`src/rtl/sobel_stream_if.sv`:
```
// Pixel stream bundle for the Sobel core: valid/ready input stream in, valid/ready result stream out.
// The core uses the slave view; the pixel source and result sink use the master view.
interface sobel_stream_if #(
    parameter int PIX_W = 8
);
    logic             in_valid;
    logic             in_ready;
    logic [PIX_W-1:0] in_data;
    logic             out_valid;
    logic             out_ready;
    logic [PIX_W-1:0] out_data;
    logic             out_last;

    modport master (
        output in_valid, in_data, out_ready,
        input  in_ready, out_valid, out_data, out_last
    );

    modport slave (
        input  in_valid, in_data, out_ready,
        output in_ready, out_valid, out_data, out_last
    );
endinterface

```
`src/rtl/sobel_stream_core.sv`:
```
// Streaming 3x3 Sobel engine: two line buffers feed a shifting window (stage 1);
// gradients, mode select and the output register form stage 2.
module sobel_stream_core #(
    parameter int PIX_W = 8,
    parameter int IMG_W = 64,
    parameter int IMG_H = 64
) (
    input  logic             clk,
    input  logic             rst,
    input  logic [1:0]       mode,
    input  logic [PIX_W+2:0] thresh,
    sobel_stream_if.slave    s
);
    localparam int GW = PIX_W + 3;
    localparam int CW = $clog2(IMG_W);
    localparam int RW = $clog2(IMG_H);
    localparam logic [CW-1:0] COL_LAST = CW'(IMG_W - 1);
    localparam logic [RW-1:0] ROW_LAST = RW'(IMG_H - 1);
    localparam logic [GW-1:0] PIX_MAX  = GW'((1 << PIX_W) - 1);

    logic [CW-1:0]    col;
    logic [RW-1:0]    row;
    logic [PIX_W-1:0] lb0 [IMG_W];
    logic [PIX_W-1:0] lb1 [IMG_W];
    logic [PIX_W-1:0] win [3][3];
    logic [2:1]       vld_pipe;
    logic             s1_last;
    logic [1:0]       mode_q;
    logic [GW-1:0]    thresh_q;
    logic [PIX_W-1:0] out_data_q;
    logic             out_last_q;

    logic stall, xfer;
    logic signed [GW-1:0] gx, gy;
    logic [GW-1:0]        ax, ay, mag;
    logic [PIX_W-1:0]     result;

    assign stall      = vld_pipe[2] && !s.out_ready;
    assign s.in_ready = !rst && !stall;
    assign xfer       = s.in_valid && s.in_ready;

    assign s.out_valid = vld_pipe[2];
    assign s.out_data  = out_data_q;
    assign s.out_last  = out_last_q;

    function automatic logic signed [GW-1:0] ext(input logic [PIX_W-1:0] p);
        return $signed({3'b000, p});
    endfunction

    function automatic logic signed [GW-1:0] ext2(input logic [PIX_W-1:0] p);
        return $signed({2'b00, p, 1'b0});
    endfunction

    function automatic logic [PIX_W-1:0] sat(input logic [GW-1:0] v);
        return (v > PIX_MAX) ? {PIX_W{1'b1}} : v[PIX_W-1:0];
    endfunction

    // Line buffers and window carry no reset: output gating on row/col hides stale contents.
    always_ff @(posedge clk) begin
        if (xfer) begin
            lb0[col] <= lb1[col];
            lb1[col] <= s.in_data;
            for (int r = 0; r < 3; r++) begin
                win[r][0] <= win[r][1];
                win[r][1] <= win[r][2];
            end
            win[0][2] <= lb0[col];
            win[1][2] <= lb1[col];
            win[2][2] <= s.in_data;
        end
    end

    assign gx = (ext(win[0][2]) + ext2(win[1][2]) + ext(win[2][2]))
              - (ext(win[0][0]) + ext2(win[1][0]) + ext(win[2][0]));
    assign gy = (ext(win[2][0]) + ext2(win[2][1]) + ext(win[2][2]))
              - (ext(win[0][0]) + ext2(win[0][1]) + ext(win[0][2]));
    assign ax  = gx[GW-1] ? $unsigned(-gx) : $unsigned(gx);
    assign ay  = gy[GW-1] ? $unsigned(-gy) : $unsigned(gy);
    assign mag = ax + ay;

    always_comb begin
        result = '0;
        case (mode_q)
            2'd0: result = sat(mag);
            2'd1: result = (mag >= thresh_q) ? {PIX_W{1'b1}} : {PIX_W{1'b0}};
            2'd2: result = sat(ax);
            2'd3: result = sat(ay);
            default: result = '0;
        endcase
    end

    always_ff @(posedge clk) begin
        if (rst) begin
            col        <= '0;
            row        <= '0;
            vld_pipe   <= '0;
            s1_last    <= 1'b0;
            mode_q     <= 2'd0;
            thresh_q   <= '0;
            out_data_q <= '0;
            out_last_q <= 1'b0;
        end else if (!stall) begin
            vld_pipe[1] <= xfer && (row >= RW'(2)) && (col >= CW'(2));
            s1_last     <= xfer && (row == ROW_LAST) && (col == COL_LAST);
            vld_pipe[2] <= vld_pipe[1];
            if (vld_pipe[1]) begin
                out_data_q <= result;
                out_last_q <= s1_last;
            end
            if (xfer) begin
                // Configuration is frozen per frame, taken with the first pixel.
                if (col == '0 && row == '0) begin
                    mode_q   <= mode;
                    thresh_q <= thresh;
                end
                if (col == COL_LAST) begin
                    col <= '0;
                    row <= (row == ROW_LAST) ? '0 : row + RW'(1);
                end else begin
                    col <= col + CW'(1);
                end
            end
        end
    end
endmodule

```
`src/flat_wrapper.sv`:
```
// flat-port wrapper written by rule: the top's interface ports become plain ports
module sobel_stream_core_flat 
#(
    parameter int PIX_W = 8,
    parameter int IMG_W = 64,
    parameter int IMG_H = 64
)
  (clk, rst, mode, thresh, s_in_valid, s_in_data, s_out_ready, s_in_ready, s_out_valid, s_out_data, s_out_last);
  sobel_stream_if #(.PIX_W(PIX_W)) s_i ();
  input  logic clk;
  input  logic rst;
  input  logic [1:0] mode;
  input  logic [PIX_W+2:0] thresh;
  input wire logic [$bits(s_i.in_valid)-1:0] s_in_valid;
  input wire logic [$bits(s_i.in_data)-1:0] s_in_data;
  input wire logic [$bits(s_i.out_ready)-1:0] s_out_ready;
  output wire logic [$bits(s_i.in_ready)-1:0] s_in_ready;
  output wire logic [$bits(s_i.out_valid)-1:0] s_out_valid;
  output wire logic [$bits(s_i.out_data)-1:0] s_out_data;
  output wire logic [$bits(s_i.out_last)-1:0] s_out_last;
  assign s_i.in_valid = s_in_valid;
  assign s_i.in_data = s_in_data;
  assign s_i.out_ready = s_out_ready;
  assign s_in_ready = s_i.in_ready;
  assign s_out_valid = s_i.out_valid;
  assign s_out_data = s_i.out_data;
  assign s_out_last = s_i.out_last;
  sobel_stream_core #(.PIX_W(PIX_W), .IMG_W(IMG_W), .IMG_H(IMG_H)) u_core (.clk(clk), .rst(rst), .mode(mode), .thresh(thresh), .s(s_i));
endmodule
```
`config.mk`:
```
export PLATFORM = sky130hd
export DESIGN_NAME = sobel_stream_core_flat
export DESIGN_NICKNAME = d
export VERILOG_FILES = /design/src/rtl/sobel_stream_if.sv /design/src/rtl/sobel_stream_core.sv /design/src/flat_wrapper.sv
export SDC_FILE = /design/constraint.sdc
export NUM_CORES = 1
export LEC_CHECK = 0
export BUFFER_PORTS_ARGS = -buffer_cell sky130_fd_sc_hd__buf_4
export CORE_ASPECT_RATIO = 0.6
export CORE_UTILIZATION = 50
export DETAILED_ROUTE_END_ITERATION = 6
export PLACE_DENSITY = 0.74
export SETUP_SLACK_MARGIN = 0.1
export SLEW_MARGIN = 10
export SYNTH_ARGS = -nofsm -noshare
export SYNTH_HDL_FRONTEND = slang
export SYNTH_SLANG_ARGS = --single-unit
export TNS_END_PERCENT = 20
```
`constraint.sdc`:
```
create_clock -name clk -period 9.3 [get_ports clk]
set_clock_uncertainty 0.2 [all_clocks]
set_input_delay 1.86 -clock clk [delete_from_list [all_inputs] [get_ports clk]]
set_output_delay 1.86 -clock clk [all_outputs]
set_load 0.02 [all_outputs]
```
**Yosys cells after proc, flatten, opt, wreduce, memory -nomap -nowiden**

Memories as Yosys holds them, arrays and structs flattened. A register that Yosys moved wholly into a read port is not among the register bits.
Index checks and enable logic that the tools add are counted.

- Memory bits (writable): 1096
- Bits of input ports: 25
- Register bits after elaboration: 37
- Memories kept: 3
- Logic and storage cells: 71
- Output and inout port bits: 11

Memory list:

| name | depth | bits a word | rd ports | clocked after Yosys merged registers in | wr ports | line | RTL |
|---|---|---|---|---|---|---|---|
| u_core.lb0 | 64 | 8 | 1 | 1 | 1 | sobel_stream_core.sv:23 | `logic [PIX_W-1:0] lb0 [IMG_W];` |
| u_core.lb1 | 64 | 8 | 1 | 1 | 1 | sobel_stream_core.sv:24 | `logic [PIX_W-1:0] lb1 [IMG_W];` |
| u_core.win | 3 | 24 | 3 | 0 | 3 | sobel_stream_core.sv:25 | `logic [PIX_W-1:0] win [3][3];` |

- $add $sub $neg: 15
- Mux-type cells: 15
- Reductions and logical operators: 18
- Order comparisons: 6
- Equality and inequality tests: 5
- Bitwise logic cells: 1

Operators with widths:

| kind | count |
|---|---|
| 11-bit by 9-bit adder with 11-bit output | 4 |
| 8-bit by 9-bit adder with 10-bit output | 4 |
| 6-bit 2-to-1 mux | 6 |
| 11-bit by 8-bit greater-than comparator with 1-bit output (second input constant) | 3 |
| 8-bit 2-to-1 mux | 4 |
| 8-bit one-hot mux with 4 select lines | 1 |
| 11-bit 2-to-1 mux | 2 |
| 11-bit negation | 2 |
| 11-bit subtractor | 2 |
| 6-bit by 1-bit adder with 6-bit output (second input constant) | 2 |
| 6-bit equality test (second input constant) | 2 |
| 6-bit by 2-bit >= comparator with 1-bit output (second input constant) | 2 |
| 6-bit zero test | 2 |
| 11-bit adder | 1 |
| 11-bit >= comparator | 1 |
| 1-bit logical AND | 8 |
| 3-bit AND reduction | 2 |
| 2-bit equality test (second input constant) | 2 |
| 2-bit AND reduction | 2 |
| 1-bit zero test | 3 |
| 2-bit by 1-bit equality test with 1-bit output (second input constant) | 1 |
| 2-bit zero test | 1 |
| 1-bit 2-to-1 mux | 2 |
| 1-bit inverter | 1 |

**Longest topological paths before layout**

An unclocked memory read counts as a cell.

- Depth after elaboration: 10
- Gate-level depth with buffers: 38
- Depth with buffers taken out: 37

**Least setup slack after synthesis**

No wires, ideal clock.

- Path type: register to register
- Start point: memory u_core.win[0][65] (netlist name)
- End point: register u_core.out_data_q[0], in the netlist u_core.s.out_data[0]
- Library setup time: 0.124 ns
- Data required time: 8.976 ns
- Arrival: 7.172 ns
- Cell stages (with the launch flop): 36
- Buffers on the path: 1
- Clock period less this slack: 7.496 ns
- Path slack: 1.804 ns
- Path through: edfxtp_1 > ha_1 > inv_1 > fa_1 > inv_1 > a21oi_1 > o21ai_0 > a21oi_1 > o21ai_0 > xor2_1 > fa_1 > inv_1 > fa_1 > inv_1 > ha_1 > inv_1 > a211oi_1 > o22ai_1 > xnor2_1 > clkbuf_1 > nor2b_1 > xor2_1 > inv_1 > ha_1 > a21oi_1 > o21bai_1 > a21oi_1 > o21ai_0 > xor2_1 > ha_1 > or4_1 > a31oi_1 > nor2b_1 > o31a_1 > a211oi_1 > o31ai_1

RTL lines:

| element | line | RTL |
|---|---|---|
| start: declaration | sobel_stream_core.sv:25 |  |
| end signal: assignment | sobel_stream_core.sv:107 | `out_data_q <= result;` |
| end: declaration | sobel_stream_core.sv:30 | `logic [PIX_W-1:0] out_data_q;` |

==> impl_metrics.csv <==
group,metric,value,unit
power,clkPwrFrac,29.0,%
logic_synthesis,synth_top_family_by_area,"multiplexers",
setup_path,worstPathMaxFanout,13,
global_route,grt_pass1_vias,23200,
logic_synthesis,synth_simple_gate_area_share,2.64,%
sta,setup_viol,0,
cts,cts_resized,0,
cts,clk-insertion-delay-late,0.69,ns
cells_and_area,drive_gt1_share,24.4,%
setup_path,rrSetupSlack,0.76,ns
power,switching_share,31.1,%
drt,drt_iter0_markers,3385,
sta,maxSlewViolCount,0,
floorplanning,fp.dieW,399,um
setup_path,cp.required,9.65,ns
power,power,14100,uW
min_path,whs_endpoint,"u_core.win[0][45]$_DFFE_PP_",
floorplanning,fp-row-count,86,
power,internal-power,9680,uW
logic_synthesis,syn_inst,2324,
setup_path,reg2reg_from,"u_core.win[0][17]$_DFFE_PP_",
logic_synthesis,ys_seq_elements,1139,
drt,drtPass1Iterations,5,
floorplanning,die_area,0.0956,mm2
drt,ant_nets,0,
logic_synthesis,avgSynthCellArea,20.3,um2
cts,htreeDepth,3,
logic_synthesis,synth_mux_area_share,16.4,%
sta,rsz0062_at_grt,"no",
power,combPwrFrac,30.1,%
power,power_density,268,mW/mm2
placed_design,place.gp.congestion,0.869,
cells_and_area,syn_to_final_growth,11.0,%
floorplanning,die-height,240,um
setup_path,max_stage_delay,0.69,ns
min_path,hold_depth,0,
min_path,hp-class,"reg2reg",
drt,dr_total_vias,23500,
logic_synthesis,synthAdderAreaFrac,3.79,%
logic_synthesis,async_flop_share,0,%
sta,post-route-period-util,91.9,%
setup_path,cp_common_cell,"a21oi_1",
sta,slew_headroom,26.4,%
floorplanning,io_pins,36,
floorplanning,coreArea,0.0926,mm2
global_route,grt_max_degree,129,
logic_synthesis,syn_area,0.0472,mm2
setup_path,slowest_stage,"xnor2_1",
logic_synthesis,synth-edff-count,1096,
placed_design,dp_slack,0.633,ns
setup_path,cp-end-kind,"register",
cells_and_area,nets,2583,
drt,post_drt_wl_per_cell,29.0,um
drt,drt_wl_total,109000,um
cells_and_area,regArea,0.0338,mm2
sta,worst_hold_slack,0.220,ns
drt,drc,0,
setup_path,r2r-end,"u_core.s.out_data[3]$_SDFFE_PP0P_",
sta,fin_ws,0.756,ns
logic_synthesis,ys_warn_count,0,
job,max_cap_violations,0,
placed_design,dp_hpwl,64700,um
sta,timing.fmax,0.117,GHz
placed_design,io_buffer_count,35,
cts,cts_tree,"built",
status,outcome,"finished clean",
logic_synthesis,synth-compound-area-share,2.48,%
power,ir_worst_vdd,0.433,mV
cts,cts_buffers,95,
sta,hold_viol,0,
cts,clock_path_buffers,3,
floorplanning,initial_core_util,50.9,%
setup_path,reg2reg_depth,34,
cts,cts_hold_buffers,0,
cts,post_cts_buffers,0,
setup_path,cp.arrival,8.90,ns
power,p_leak,0.0167,uW
global_route,antenna_found_initial,6,
sta,tns,0,ns
logic_synthesis,ys_types,71,
power,switchingPower,4370,uW
cts,clock_sinks,1139,
cts,cts.clk_slew.worst_paths,0.07,ns
global_route,grt_usage,23.2,%
logic_synthesis,synth-seq-area-share,71.6,%
setup_path,worst_setup_path_start_kind,"register",
sta,worstMarginPinSlew,1.10,ns
global_route,overflow,0,
logic_synthesis,synth_top_flop_cell,"edfxtp_1",
power,seq_power_share,40.9,%
cts,cts-root-buf,"clkbuf_16",
sta,fin_crit,8.54,ns
cells_and_area,fillCellCount,6606,
global_route,grt_pass1_wl,159000,um
logic_synthesis,synthesis.nets,2469,
drt,via_per_inst,6.27,
cells_and_area,multiInputGateArea,0.0126,mm2
setup_path,path_class,"reg2reg",
min_path,hp-start,"u_core.win[0][37]$_DFFE_PP_",
logic_synthesis,synth_xor_area_share,1.45,%
## stage by stage
stage               cells  util [%]  cell area, um2
finish               3744      56.5           52400
global route         3743      56.5           52400
CTS                  3743      56.5           52400
detailed placement   3573      53.1           49200
global placement     3573      53.1           49200
floorplan            2324         -           47200
## state kept, by name, indices dropped and copies added (netlist names), named ones only
| name | flops |
|---|---|
| u_core.s.out_last | 1 |
| u_core.thresh_q | 11 |
| u_core.vld_pipe | 2 |
| u_core.mode_q | 2 |
| u_core.row | 6 |
| u_core.col | 6 |
| u_core.lb1 | 512 |
| u_core.s1_last | 1 |
| u_core.s.out_data | 8 |
| u_core.lb0 | 512 |
| u_core.win | 72 |
## power groups by stage
stage / clock network (uW) / logic (uW) / registers [uW]
floorplan: 0 / 3270 / 5830
global placement: 0 / 4040 / 5860
detailed placement: 0 / 4160 / 5860
CTS: 4120 / 4190 / 5750
global route: 4320 / 4720 / 5750
finish: 4080 / 4230 / 5740
## critical path, delay by kind of cell (launching register included)
kind	cells	cell delay, ns
buf+inv	3	0.24
simple gates	5	1.01
xor+xnor	3	1.01
compound gates	16	2.95
flops	1	0.41
fa+ha+maj	7	2.60
## worst max-delay path by stage
stage | startpoint | endpoint | cells past startpoint
after floorplan | u_core.win[0][65]$_DFFE_PP_ | u_core.s.out_data[0]$_SDFFE_PP0P_ | 35
after global placement | u_core.win[0][65]$_DFFE_PP_ | u_core.s.out_data[6]$_SDFFE_PP0P_ | 34
after detailed placement | u_core.win[0][56]$_DFFE_PP_ | u_core.s.out_data[5]$_SDFFE_PP0P_ | 34
after CTS | u_core.win[0][65]$_DFFE_PP_ | u_core.s.out_data[1]$_SDFFE_PP0P_ | 34
after global routing | u_core.win[0][1]$_DFFE_PP_ | u_core.s.out_data[1]$_SDFFE_PP0P_ | 36
final | u_core.win[0][17]$_DFFE_PP_ | u_core.s.out_data[3]$_SDFFE_PP0P_ | 34
## cells by family after synthesis
logic type,count (synthesis)
and+or+nand+nor,256
adders and majority gates,121
buffers and inverters,208
xor gates and xnor gates,77
muxes,351
DFF,1139
AOI/OAI and AO/OA,172
## layout make-up
class / instances / area share [%]
Antenna cell: 1 / 0.00478
Clock buffer: 118 / 4.89
Clock inverter: 52 / 1.07
Inverter: 109 / 0.781
Multi-Input combinational cell: 977 / 24.1
Sequential cell: 1139 / 64.5
Tap cell: 1232 / 2.94
Timing Repair Buffer: 116 / 1.71
## placed cells by master (no fill, tap or decap), types with 17 or more instances in the layout
cell type,n
buf_4,114
xor2_1,33
clkinv_1,17
clkbuf_1,18
nand2_1,45
edfxtp_1,1096
nand3_1,18
a21oi_1,55
nor2_1,114
dfxtp_1,39
fa_1,37
mux4_2,332
o21ai_0,21
clkbuf_16,99
xnor2_1,42
inv_1,109
ha_1,83
## metal layers
layer  global-route usage [%]  vias up  wire [um]
met5                        0        -         13
met4                     5.46        2       1940
met3                     5.22      145      12500
met2                     32.5     1310      46600
met1                     37.0    12300      47600
li1                         -     9673          -
## Yosys cell counts (all sizes together), types with 4 or more instances
master,count,area share (%)
nor2,115,0.93
fa,37,1.6
a31oi,6,0.080
o21bai,9,0.14
o21ai,23,0.28
ha,83,2.2
inv,109,0.87
a21oi,56,0.60
nand2,45,0.36
nor2b,12,0.16
buf,37,0.34
mux2i,15,0.32
a221oi,7,0.13
nand3b,5,0.11
nand2b,5,0.066
a21o,13,0.21
xnor2,43,0.80
mux4,336,16
o21a,10,0.16
clkbuf,62,0.51
or3,4,0.053
o31ai,11,0.18
xor2,34,0.65
edfxtp,1096,70
and4,4,0.074
a211oi,13,0.23
dfxtp,43,1.8
nor3,15,0.16
or2,4,0.053
and2,4,0.056
nand4,6,0.080
nand3,18,0.19
Note: power is estimated with default switching activity, not from simulation.
